## src/rtl/alu_commit_collector.sv

```systemverilog
// Reassembles partial-width ALU commit beats into one full-warp writeback per
// instruction, with one reassembly buffer per warp and a single output register.
module alu_commit_collector #(
  parameter int NUM_THREADS = 4,
  parameter int NUM_LANES   = 2,
  parameter int NUM_WARPS   = 4,
  parameter int XLEN        = 32,
  parameter int NR_BITS     = 6,
  parameter int UUID_WIDTH  = 44,
  localparam int PID_BITS   = $clog2(NUM_THREADS / NUM_LANES),
  localparam int PID_WIDTH  = (PID_BITS > 0) ? PID_BITS : 1,
  localparam int NW_WIDTH   = (NUM_WARPS > 1) ? $clog2(NUM_WARPS) : 1,
  localparam int CNT_WIDTH  = $clog2(NUM_THREADS) + 1
) (
  input  logic                        clk,
  input  logic                        reset,
  input  logic                        in_valid,
  output logic                        in_ready,
  input  logic [UUID_WIDTH-1:0]       in_uuid,
  input  logic [NW_WIDTH-1:0]         in_wid,
  input  logic [NUM_LANES-1:0]        in_tmask,
  input  logic [XLEN-1:0]             in_PC,
  input  logic [NR_BITS-1:0]          in_rd,
  input  logic                        in_wb,
  input  logic [NUM_LANES*XLEN-1:0]   in_data,
  input  logic [PID_WIDTH-1:0]        in_pid,
  input  logic                        in_sop,
  input  logic                        in_eop,
  output logic                        out_valid,
  input  logic                        out_ready,
  output logic [UUID_WIDTH-1:0]       out_uuid,
  output logic [NW_WIDTH-1:0]         out_wid,
  output logic [XLEN-1:0]             out_PC,
  output logic [NR_BITS-1:0]          out_rd,
  output logic                        out_wb,
  output logic [NUM_THREADS-1:0]      out_tmask,
  output logic [NUM_THREADS*XLEN-1:0] out_data,
  output logic [CNT_WIDTH-1:0]        out_count,
  output logic                        err_proto
);

  function automatic logic [CNT_WIDTH-1:0] popcount(input logic [NUM_THREADS-1:0] m);
    logic [CNT_WIDTH-1:0] c;
    c = '0;
    for (int i = 0; i < NUM_THREADS; i++) begin
      c = c + CNT_WIDTH'(m[i]);
    end
    return c;
  endfunction

  logic [NUM_WARPS-1:0]        open_r;
  logic [UUID_WIDTH-1:0]       uuid_r  [NUM_WARPS];
  logic [XLEN-1:0]             pc_r    [NUM_WARPS];
  logic [NR_BITS-1:0]          rd_r    [NUM_WARPS];
  logic                        wb_r    [NUM_WARPS];
  logic [NUM_THREADS-1:0]      tmask_r [NUM_WARPS];
  logic [NUM_THREADS*XLEN-1:0] data_r  [NUM_WARPS];

  logic                        out_valid_r;
  logic                        err_r;
  logic [UUID_WIDTH-1:0]       out_uuid_r;
  logic [NW_WIDTH-1:0]         out_wid_r;
  logic [XLEN-1:0]             out_pc_r;
  logic [NR_BITS-1:0]          out_rd_r;
  logic                        out_wb_r;
  logic [NUM_THREADS-1:0]      out_tmask_r;
  logic [NUM_THREADS*XLEN-1:0] out_data_r;
  logic [CNT_WIDTH-1:0]        out_count_r;

  logic                        in_ready_s;
  logic                        fire_s;
  logic                        drop_s;
  logic                        restart_s;
  logic                        load_s;
  logic [PID_WIDTH-1:0]        slot_s;
  logic [UUID_WIDTH-1:0]       m_uuid_s;
  logic [XLEN-1:0]             m_pc_s;
  logic [NR_BITS-1:0]          m_rd_s;
  logic                        m_wb_s;
  logic [NUM_THREADS-1:0]      base_tmask_s;
  logic [NUM_THREADS-1:0]      m_tmask_s;
  logic [NUM_THREADS*XLEN-1:0] m_data_s;

  assign in_ready_s = !out_valid_r || out_ready;
  assign fire_s     = in_valid && in_ready_s;
  assign drop_s     = !in_sop && !open_r[in_wid];
  assign restart_s  = in_sop && open_r[in_wid];
  assign load_s     = fire_s && in_eop && !drop_s;
  // With a single beat per instruction the pid carries no slot information.
  assign slot_s     = (PID_BITS == 0) ? '0 : in_pid;

  // Merge the incoming beat into the addressed warp's buffer contents.
  always_comb begin
    m_uuid_s     = in_sop ? in_uuid : uuid_r[in_wid];
    m_pc_s       = in_sop ? in_PC   : pc_r[in_wid];
    m_rd_s       = in_sop ? in_rd   : rd_r[in_wid];
    m_wb_s       = in_sop ? in_wb   : wb_r[in_wid];
    base_tmask_s = in_sop ? '0      : tmask_r[in_wid];
    m_tmask_s    = base_tmask_s;
    m_data_s     = data_r[in_wid];
    for (int t = 0; t < NUM_THREADS; t++) begin
      m_tmask_s[t] = (PID_WIDTH'(t / NUM_LANES) == slot_s) ? in_tmask[t % NUM_LANES]
                                                            : base_tmask_s[t];
      m_data_s[t*XLEN +: XLEN] = (PID_WIDTH'(t / NUM_LANES) == slot_s)
                                 ? in_data[(t % NUM_LANES)*XLEN +: XLEN]
                                 : data_r[in_wid][t*XLEN +: XLEN];
    end
  end

  // Control state: open flags, masks, sticky error and output valid.
  always_ff @(posedge clk) begin
    if (reset) begin
      open_r      <= '0;
      err_r       <= 1'b0;
      out_valid_r <= 1'b0;
      for (int w = 0; w < NUM_WARPS; w++) begin
        tmask_r[w] <= '0;
      end
    end else begin
      if (fire_s && !drop_s) begin
        tmask_r[in_wid] <= m_tmask_s;
        open_r[in_wid]  <= !in_eop;
      end
      if (fire_s && (drop_s || restart_s)) begin
        err_r <= 1'b1;
      end
      if (load_s) begin
        out_valid_r <= 1'b1;
      end else if (out_ready) begin
        out_valid_r <= 1'b0;
      end
    end
  end

  // Payload storage for buffers and output register; qualified by valid/open.
  always_ff @(posedge clk) begin
    if (fire_s && !drop_s) begin
      uuid_r[in_wid] <= m_uuid_s;
      pc_r[in_wid]   <= m_pc_s;
      rd_r[in_wid]   <= m_rd_s;
      wb_r[in_wid]   <= m_wb_s;
      data_r[in_wid] <= m_data_s;
    end
    if (load_s) begin
      out_uuid_r  <= m_uuid_s;
      out_wid_r   <= in_wid;
      out_pc_r    <= m_pc_s;
      out_rd_r    <= m_rd_s;
      out_wb_r    <= m_wb_s;
      out_tmask_r <= m_tmask_s;
      out_data_r  <= m_data_s;
      out_count_r <= popcount(m_tmask_s);
    end
  end

  assign in_ready  = in_ready_s;
  assign out_valid = out_valid_r;
  assign out_uuid  = out_uuid_r;
  assign out_wid   = out_wid_r;
  assign out_PC    = out_pc_r;
  assign out_rd    = out_rd_r;
  assign out_wb    = out_wb_r;
  assign out_tmask = out_tmask_r;
  assign out_data  = out_data_r;
  assign out_count = out_count_r;
  assign err_proto = err_r;

endmodule
```

## config.mk

```make
export PLATFORM = sky130hd
export DESIGN_NAME = alu_commit_collector
export DESIGN_NICKNAME = d
export VERILOG_FILES = /design/src/rtl/alu_commit_collector.sv
export SDC_FILE = /design/constraint.sdc
export NUM_CORES = 1
export LEC_CHECK = 0
export CAP_MARGIN = 20
export CORE_MARGIN = 1
export CORE_UTILIZATION = 50
export DETAILED_ROUTE_END_ITERATION = 7
export GPL_TIMING_DRIVEN = 0
export PLACE_DENSITY = 0.73
export SYNTH_ARGS = -nofsm -noshare
export SYNTH_HDL_FRONTEND = slang
export SYNTH_SLANG_ARGS = --single-unit
```

## constraint.sdc

```tcl
create_clock -name clk -period 23 [get_ports clk]
set_input_delay 3.45 -clock clk [delete_from_list [all_inputs] [get_ports clk]]
set_output_delay 3.45 -clock clk [all_outputs]
set_load 0.05 [all_outputs]
```

## Word level (Yosys, flattened, before mapping)

Memories as Yosys holds them, arrays and structs flattened.
Index checks and enable logic that the tools add are counted.

| storage, ports and cells | value |
|---|---|
| register bits after elaboration | 226 |
| bits in writable memories | 860 |
| bits of input ports | 158 |
| output and inout bits | 223 |
| logic and storage cells | 68 |
| memories kept | 6 |

| cells by class | value |
|---|---|
| add/subtract/negate cells | 3 |
| order comparisons | 2 |
| mux-type cells | 29 |
| reductions and logical operators | 17 |

Memories:

| name | words | bits a word | read ports | clocked after memory_dff | wr ports | line | source |
|---|---|---|---|---|---|---|---|
| data_r | 4 | 128 | 1 | 0 | 1 | 57 | `logic [NUM_THREADS*XLEN-1:0] data_r [NUM_WARPS];` |
| uuid_r | 4 | 44 | 1 | 0 | 1 | 52 | `logic [UUID_WIDTH-1:0] uuid_r [NUM_WARPS];` |
| pc_r | 4 | 32 | 1 | 0 | 1 | 53 | `logic [XLEN-1:0] pc_r [NUM_WARPS];` |
| rd_r | 4 | 6 | 1 | 0 | 1 | 54 | `logic [NR_BITS-1:0] rd_r [NUM_WARPS];` |
| tmask_r | 4 | 4 | 1 | 0 | 4 | 56 | `logic [NUM_THREADS-1:0] tmask_r [NUM_WARPS];` |
| wb_r | 4 | 1 | 1 | 0 | 1 | 55 | `logic wb_r [NUM_WARPS];` |

Operators with widths:

| operator | number |
|---|---|
| 32-bit 2-to-1 mux | 5 |
| 44-bit 2-to-1 mux | 1 |
| 1-bit 2-to-1 mux | 16 |
| 1-bit logical AND | 8 |
| 4-bit 2-to-1 mux | 2 |
| 6-bit 2-to-1 mux | 1 |
| 1-bit logical NOT | 5 |
| 4-bit bitwise mux | 1 |
| 4-bit OR reduction | 1 |
| 2-bit by 1-bit adder with 3-bit output | 1 |
| 3-bit by 1-bit adder with 3-bit output | 1 |
| 2-bit by 3-bit < comparator with 1-bit output (second input constant) | 1 |
| 1-bit by 1-bit adder with 2-bit output | 1 |
| 1-bit binary-select mux with 2-bit select | 1 |
| 1-bit demux with 2-bit select | 1 |
| 2-bit by 1-bit >= comparator with 1-bit output (second input constant) | 1 |
| 1-bit logical OR | 2 |
| 2-bit 2-to-1 mux | 1 |
| 2-bit nonzero test | 1 |

## Logic depth before layout (Yosys ltp)

Gate-level depths: netlist of run 1.

| depth | value |
|---|---|
| depth after elaboration | 11 |
| mapped depth | 10 |
| mapped depth without buffers | 6 |

## Worst setup path before layout of run 1

OpenSTA, ideal clock, no wires.

| timing path | value |
|---|---|
| kind | in2reg |
| from | in in_wid[0] |
| to | mem tmask_r[3][0], enable pin |
| library setup time | 0.372 ns |
| data arrival time | 20.534 ns |
| data required time | 22.628 ns |
| slack | 2.094 ns |
| stages | 9 |
| path buffers | 3 |
| cell sequence | clkbuf_1 -> buf_6 -> buf_2 -> mux4_2 -> inv_1 -> ha_1 -> nand2b_1 -> nor3_1 -> or2_2 |

RTL lines:

| element | line | source |
|---|---|---|
| from (decl) | 20 | `input logic [NW_WIDTH-1:0] in_wid,` |
| to (decl) | 56 |  |

## Worst setup path in the final report of run 1

| timing path | value |
|---|---|
| from | in out_ready |
| to | out in_ready |

| on the way | value |
|---|---|
| longest elaborated chain between the ends | 1 |

Ends and longest elaborated chain:

| element | line | source |
|---|---|---|
| from (decl) | 30 | `input logic out_ready,` |
| 1-bit logical OR | 84 | `assign in_ready_s = !out_valid_r \|\| out_ready;` |
| to (decl) | 18 | `output logic in_ready,` |

Every way passes these cells.

==> results of run 1 <==
==> synthesized netlist by cell type <==
master,n,area [um^2]
clkbuf_1,48,180.2
or4_1,2,15.01
nor2_1,18,67.56
ha_1,3,37.54
a21o_1,3,22.52
and2_1,1,6.260
buf_1,13,48.80
and3b_1,1,8.760
mux2_4,1,15.01
fa_1,1,20.02
buf_6,2,22.52
mux2_2,71,799.5
inv_1,8,30.03
nor3_1,7,35.03
and3_1,1,6.260
nand2b_1,3,18.77
a311oi_1,3,26.28
or2_2,1,6.260
dfxtp_1,6,120.1
edfxtp_1,1080,32430
clkinv_1,1,3.750
a31oi_1,4,25.02
a211oi_1,1,7.510
buf_2,31,155.2
a221oi_1,1,8.760
mux4_2,212,4775
a21oi_1,1,5.000
nor3b_1,2,15.01
a222oi_1,3,30.03
nand2_1,443,1663
nand4b_1,1,8.760
a41oi_1,1,8.760
nor2b_1,4,25.02
==> worst register-to-register path, stage by stage (launching register included) <==
cell,delay (ns)
dfxtp_1,0.35
mux4_2,0.24
inv_1,0.04
ha_1,0.18
nor2b_1,0.10
clkbuf_1,0.27
nand2_1,0.30
nor3_2,0.82
buf_6,0.27
buf_8,0.16
buf_6,0.16
buf_6,0.16
buf_6,0.18
buf_6,0.18
buf_6,0.18
==> sequential cells by signal, summed over array words and instances (netlist names) <==
| signal | flops |
|---|---|
| out_wid | 2 |
| out_uuid | 44 |
| rd_r | 24 |
| out_count | 3 |
| uuid_r | 176 |
| pc_r | 128 |
| data_r | 512 |
| open_r | 4 |
| out_tmask | 4 |
| out_rd | 6 |
| wb_r | 4 |
| out_data | 128 |
| out_PC | 32 |
| tmask_r | 16 |
| err_proto | 1 |
| out_valid | 1 |
| out_wb | 1 |
==> worst min path at each step <==
stage	from	to	cells past startpoint
global route	err_proto	err_proto	2
detailed placement	err_proto	err_proto	2
CTS	err_proto	err_proto	2
global placement	err_proto	err_proto	2
finish	err_proto	err_proto	2
floorplan	open_r[2]	open_r[2]	2
==> layer usage <==
| metal | share of wire | global-route usage | vias up |
|---|---|---|---|
| li1 | - | - | 8981 |
| met1 | 0.40 | 0.2906 | 10693 |
| met2 | 0.51 | 0.3692 | 697 |
| met3 | 0.067 | 0.04476 | 132 |
| met4 | 0.017 | 0.05346 | 10 |
| met5 | 0.00077 | 0 | - |
==> area by class of cell <==
cell class	instances	area [um^2]
diodes	3	7.507
plain buffers	94	406.6
multi-input cells	789	7686
flip-flops and latches	1086	32550
clock buffers	124	2824
well taps	1060	1326
inverters	9	33.78
repair buffers	451	4842
clock inverters	78	919.6
fillers	5409	29950
==> logic make-up (layout without fill, tap and decap cells) <==
logic type / Yosys count / in the layout
buffers and inverters: 103 / 756
multiplexers: 284 / 284
adder cells (fa/ha/maj): 4 / 4
other: 0 / 3
flip-flops: 1086 / 1086
AND/OR/NAND/NOR: 484 / 484
AO/OA/AOI/OAI: 17 / 17
==> stage by stage <==
step / utilization / TNS, ns / instance area (um^2)
detailed placement: 0.5816 / 0 / 46850
floorplan: - / 0 / 40650
global placement: 0.5681 / -4985.11 / 45760
global route: 0.6281 / 0 / 50590
CTS: 0.6281 / 0 / 50590
finish: 0.6282 / 0 / 50600
==> where the power goes <==
part           total (mW)  internal [mW]  switching, mW
Sequential           2.27           2.26         0.0142
Clock                1.82           1.08          0.735
Combinational       0.323          0.124          0.199
==> metrics.sh, run 1 <==
WORST_R2R_STARTPOINT='open_r[1]'
POST_SYNTHESIS_COMPOUND_GATE_AREA_FRACTION=0.003294
FINAL-MAX-SLEW-VIOLATION-COUNT=0
PLACEMENT.SETUP.WORST_SLACK_NS=14.05
POST_SYNTH_MUX_AREA_SHARE=0.1375
R2R_END='data_r[0][94]'
NETS=2700
CRITICAL_PATH.TOP_DELAY_FAMILY='buffers and inverters'
H-TREE-DEPTH=3
MAX_CAP_VIOL_COUNT=0
SYNTHADDERAREAFRAC=0.001416
CRIT_REQUIRED_NS=19.55
DETAILROUTE.VIA_COUNT=20513
FIRST_PASS_GRT_WIRE_LENGTH_UM=133400
OUTCOME='completed'
VDD_DROP_MAX_uV=89.87
SYN-MEAN-INSTANCE-AREA_UM2=20.55
GRT_SETUP_UNREPAIRED='false'
FIRSTDRTPASSITERS=5
MAXSLEWHEADROOM=0.3014
SETUP_VIOL_COUNT_FINAL=0
DOMINANT_COMBINATIONAL_CELL_FAMILY_BY_AREA_AFTER_SYNTHESIS='multiplexers'
SYN_TO_FINAL_GROWTH_PCT=24.48
SYNTH_CELL_TYPES=33
MAX_SLEW.WORST_PIN.SLEW_NS=1.048
CTS-ROOT-BUF='clkbuf_16'
GRT_OVERFLOW_TOTAL=0
WORST_SETUP_ENDPOINT='in_ready'
CTS_SETUP_BUFFERS=0
FINAL_HOLD_VIOL_COUNT=0
CRITICALPATHCATEGORY='input pin to primary output'
SETUP.WORST_PATH.START_CLASS='input pin'
WORST_SKEW_PAIR.LATE_LATENCY_NS=0.66
PORTBUFFERS=378
SETUP_SLACK_NS=14.02
CTS.HOLD.BUFFERS_ADDED=0
CRITICAL_PATH.MAX_STAGE_DELAY_NS=0.84
ANTENNA_VIOLATING_NETS_POST_ROUTE=0
CORE-AREA_UM2=80550
TIMING.FMAX_MHz=111.4
CP_COMMON_CELL='clkdlybuf4s50_1'
TRITONCTS.NUM_BUFFERS=107
VIA_PER_INST=5.553
POST-DP-HPWL_UM=59150
CLK_PIN_SLEW_NS=0.06
INSTANCE_COUNT_AFTER_PLACEMENT_WITH_TAP_CELLS_INCLUDED=3489
FP-ROW-COUNT=104
MOSTFREQUENTLAYOUTCELLS='edfxtp_1, nand2_1, clkdlybuf4s50_1'
FINAL.SETUP_SKEW_NS=0.03018
R2R_SETUP_SLACK_NS=19.11
WORSTPATHBUFFERINVERTERCOUNT=3
P_TOTAL_mW=4.414
TIMING.FINAL.CRIT_PERIOD_NS=8.978
MOSTFREQUENTLAYOUTCELL='edfxtp_1'
CP_SLOWEST_CELL='clkdlybuf4s50_1'
WORSTPATHCELLLIST='clkdlybuf4s50_1, nor2b_1, clkinv_1, clkdlybuf4s50_1'
GP_ROUTABILITY_CONGESTION=0.7648
POST_ROUTE_CELLS_DRIVE_ABOVE_1_SHARE=0.2147
NUMBER_OF_I_O_PINS=381
GRT.TOTAL_USAGE=0.2179
SYNTH_FP_NETS=2140
ROUTED_WIRE_LENGTH_PER_INSTANCE_UM=24.26
SEQ_AREA_FRAC_SYNTH=0.8008
P_LEAK_nW=17.10
CTS_TREE='yes'
SYNTH_WARNINGS=0
DRT-INITIAL-DRC-COUNT=1586
SYNTHXORXNORAREAFRAC=0
POST_SYNTH_INSTANCE_AREA_UM2=40650
DIE_Y_UM=287.1
ROUTE.DETAILED.DRC=0
CTS.REPAIR.RESIZED=0
HOLD_PATH.CLASS='flip-flop to flip-flop'
FINALWIRELENGTH_UM=89630
CRITICAL_PATH.STARTPOINT='out_ready'
WORST_HOLD_SLACK_NS=0.4973
CRIT_ARRIVAL_NS=5.53
FINAL_MIN_PERIOD_OVER_CLOCK_PERIOD=0.3903
R2R_CELLS=14
FLOORPLAN.DIE.WIDTH_UM=287.1
SYNTH-SIMPLE-AREA-SHARE=0.04614
WORST_SETUP_PATH_END_KIND='primary output'
CP.DEPTH=4
MAXIMUM_NUMBER_OF_PINS_ON_ONE_NET_BEFORE_GLOBAL_ROUTE_REPAIR=66
INITIAL_UTILIZATION=0.5046
AREA_OF_THE_DIE_UM2=82440
POSTSYNTHREGISTERBITS=1086
P_PER_AREA_nW_PER_UM2=87.24
FIRST_GLOBAL_VIAS=21621
CTSLONGESTPATHBUFFERS=3
FINAL-INSTANCE-COUNT-EXCL-FILL=3694
TRITONCTS_NUM_SINKS=1086
SYNTHESIS.INSTANCES=1978
CRIT_PATH_MAX_FANOUT=9
GRT_ANTENNA_BEFORE_REPAIR=8
Power figures use the tool's default switching activity.
==> run 2, diff against run 1 <==
==> constraint.sdc (replaced) <==
create_clock -name clk -period 8.8 [get_ports clk]
set_input_delay 1.32 -clock clk [delete_from_list [all_inputs] [get_ports clk]]
set_output_delay 1.32 -clock clk [all_outputs]
set_load 0.05 [all_outputs]
==> run 2 against run 1 <==
  * Die area is the same
  * Largest power group unchanged
  * Clock-buffer cell count is the same
  * Routed wire length shrank 0.90%
  * Critical endpoint is now data_r[2][105]
==> metrics.sh, run 2 (synthesis results as in run 1) <==
WORST_HOLD_SLACK_NS=0.5814
WORST_SKEW_PAIR.LATE_LATENCY_NS=0.67
ROUTE.DETAILED.DRC=0
NETS=2681
MAX_FLOP_REGISTER='data_r'
FINAL_MIN_PERIOD_OVER_CLOCK_PERIOD=0.5839
OUTCOME='completed'
DRT-INITIAL-DRC-COUNT=1587
DIE_Y_UM=287.1
WORST_SETUP_PATH_END_KIND='flip-flop'
SYN_TO_FINAL_GROWTH_PCT=24.90
P_PER_AREA_nW_PER_UM2=228.1
WORST_HOLD_PATH.NUM_CELLS=2
R2R_END='data_r[2][105]'
CRIT_ARRIVAL_NS=5.48
HOLD_PATH.CLASS='flip-flop to flip-flop'
INITIAL_UTILIZATION=0.5046
MAXIMUM_NUMBER_OF_PINS_ON_ONE_NET_BEFORE_GLOBAL_ROUTE_REPAIR=59
FIRST_PASS_GRT_WIRE_LENGTH_UM=132500
CTS_TREE='yes'
H-TREE-DEPTH=3
GRT_SETUP_UNREPAIRED='false'
MAX_SLEW.WORST_PIN.SLEW_NS=1.114
CTS-ROOT-BUF='clkbuf_16'
CTS.HOLD.BUFFERS_ADDED=0
NFILLCELLS=5423
TRITONCTS.NUM_BUFFERS=109
AREA_OF_THE_DIE_UM2=82440
CORE-AREA_UM2=80550
CRITICALPATHCATEGORY='input pin to flip-flop'
REGS_BY_FF_COUNT='data_r (512), uuid_r (176)'
POST-DP-HPWL_UM=57400
MOSTFREQUENTLAYOUTCELL='edfxtp_1'
MAX_CAP_VIOL_COUNT=0
CTSLONGESTPATHBUFFERS=3
CRIT_PATH_MAX_FANOUT=26
FIRST_GLOBAL_VIAS=21552
P_LEAK_nW=17.10
TIMING.FINAL.CRIT_PERIOD_NS=5.138
CLK_PIN_SLEW_NS=0.06
SETUP_VIOL_COUNT_FINAL=0
MAXSLEWHEADROOM=0.2575
FINAL.SETUP_SKEW_NS=0.04759
NUMBER_OF_I_O_PINS=381
POST_ROUTE_CELLS_DRIVE_ABOVE_1_SHARE=0.2078
INSTANCE_COUNT_AFTER_PLACEMENT_WITH_TAP_CELLS_INCLUDED=3468
ANTENNA_VIOLATING_NETS_POST_ROUTE=0
SETUP.WORST_PATH.START_CLASS='input pin'
LARGEST_REGISTER_FF_COUNT=512
GP_ROUTABILITY_CONGESTION=0.7578
ROUTED_WIRE_LENGTH_PER_INSTANCE_UM=24.15
FINAL-INSTANCE-COUNT-EXCL-FILL=3678
MOSTFREQUENTLAYOUTCELLS='edfxtp_1, nand2_1, clkdlybuf4s50_1'
CTS.REPAIR.RESIZED=0
PORTBUFFERS=378
R2R_SETUP_SLACK_NS=5.54
GRT_ANTENNA_BEFORE_REPAIR=17
GRT.TOTAL_USAGE=0.2164
VDD_DROP_MAX_uV=182.6
R2R_CELLS=9
TIMING.FMAX_MHz=194.6
FIRSTDRTPASSITERS=5
TIMING.HOLD.WORST.START='err_proto'
FLOORPLAN.DIE.WIDTH_UM=287.1
WORST_HOLD_PATH.ENDPOINT='err_proto'
TRITONCTS_NUM_SINKS=1086
FINALWIRELENGTH_UM=88830
FINAL_HOLD_VIOL_COUNT=0
DETAILROUTE.VIA_COUNT=20577
SETUP_TNS_NS=0
CRIT_REQUIRED_NS=9.14
VIA_PER_INST=5.595
CTS_SETUP_BUFFERS=0
WORST_R2R_STARTPOINT='open_r[1]'
FINAL-MAX-SLEW-VIOLATION-COUNT=0
GRT_OVERFLOW_TOTAL=0
FP-ROW-COUNT=104
## run 2: cell type report
| type | count | area, um^2 | area share |
|---|---|---|---|
| Inverter | 9 | 33.78 | 0.0006654 |
| Timing Repair Buffer | 430 | 4950 | 0.09749 |
| Buffer | 94 | 406.6 | 0.008009 |
| Clock inverter | 81 | 964.7 | 0.01900 |
| Antenna cell | 5 | 12.51 | 0.0002464 |
| Tap cell | 1060 | 1326 | 0.02612 |
| Sequential cell | 1086 | 32550 | 0.6412 |
| Multi-Input combinational cell | 789 | 7699 | 0.1516 |
| Clock buffer | 124 | 2826 | 0.05567 |
## run 2: worst max-delay path, stage by stage
cell and delay (ns):
clkdlybuf4s50_1 0.60, buf_2 0.27, buf_2 0.33, buf_2 0.38, mux4_2 0.28, inv_1 0.04, ha_1 0.18, nor2b_1 0.12
clkbuf_1 0.30, nand2_1 0.33, nor2_4 0.74, buf_12 0.30, buf_12 0.23
## run 2: worst max-delay path by stage
stage / startpoint / end / cells after the start
3_3_place_gp: in_wid[1] / pc_r[1][14] / 11
2_1_floorplan: in_wid[0] / data_r[2][0] / 10
6_report: in_wid[1] / data_r[2][105] / 13
5_1_grt: in_wid[1] / data_r[2][105] / 13
4_1_cts: in_wid[1] / data_r[2][105] / 13
3_5_place_dp: in_wid[1] / data_r[2][28] / 13
## run 2: metrics by stage
step	utilization	setup slack [ns]	total power, mW	instance area [um^2]
floorplan	-	-3.568	6.574	40660
global placement	0.5682	-12.62	6.901	45770
detailed placement	0.5831	2.997	6.901	46970
CTS	0.6302	3.655	11.69	50760
global route	0.6303	3.466	11.93	50760
finish	0.6303	3.662	11.58	50770
## run 2: layer usage
| metal | routed length (um) | vias up | track usage |
|---|---|---|---|
| li1 | - | 8964 | - |
| met4 | 1807 | 24 | 0.06130 |
| met1 | 36300 | 10730 | 0.2932 |
| met5 | 168 | - | 0 |
| met3 | 6718 | 147 | 0.05286 |
| met2 | 43830 | 712 | 0.3516 |
## run 2: report_power, final
part           total (mW)  leakage [nW]  internal (mW)  switching (mW)
logic               0.848          5.31          0.329           0.520
clock network        4.80          1.84           2.85            1.95
registers            5.94          9.94           5.90          0.0366
total                11.6          17.1           9.08            2.51
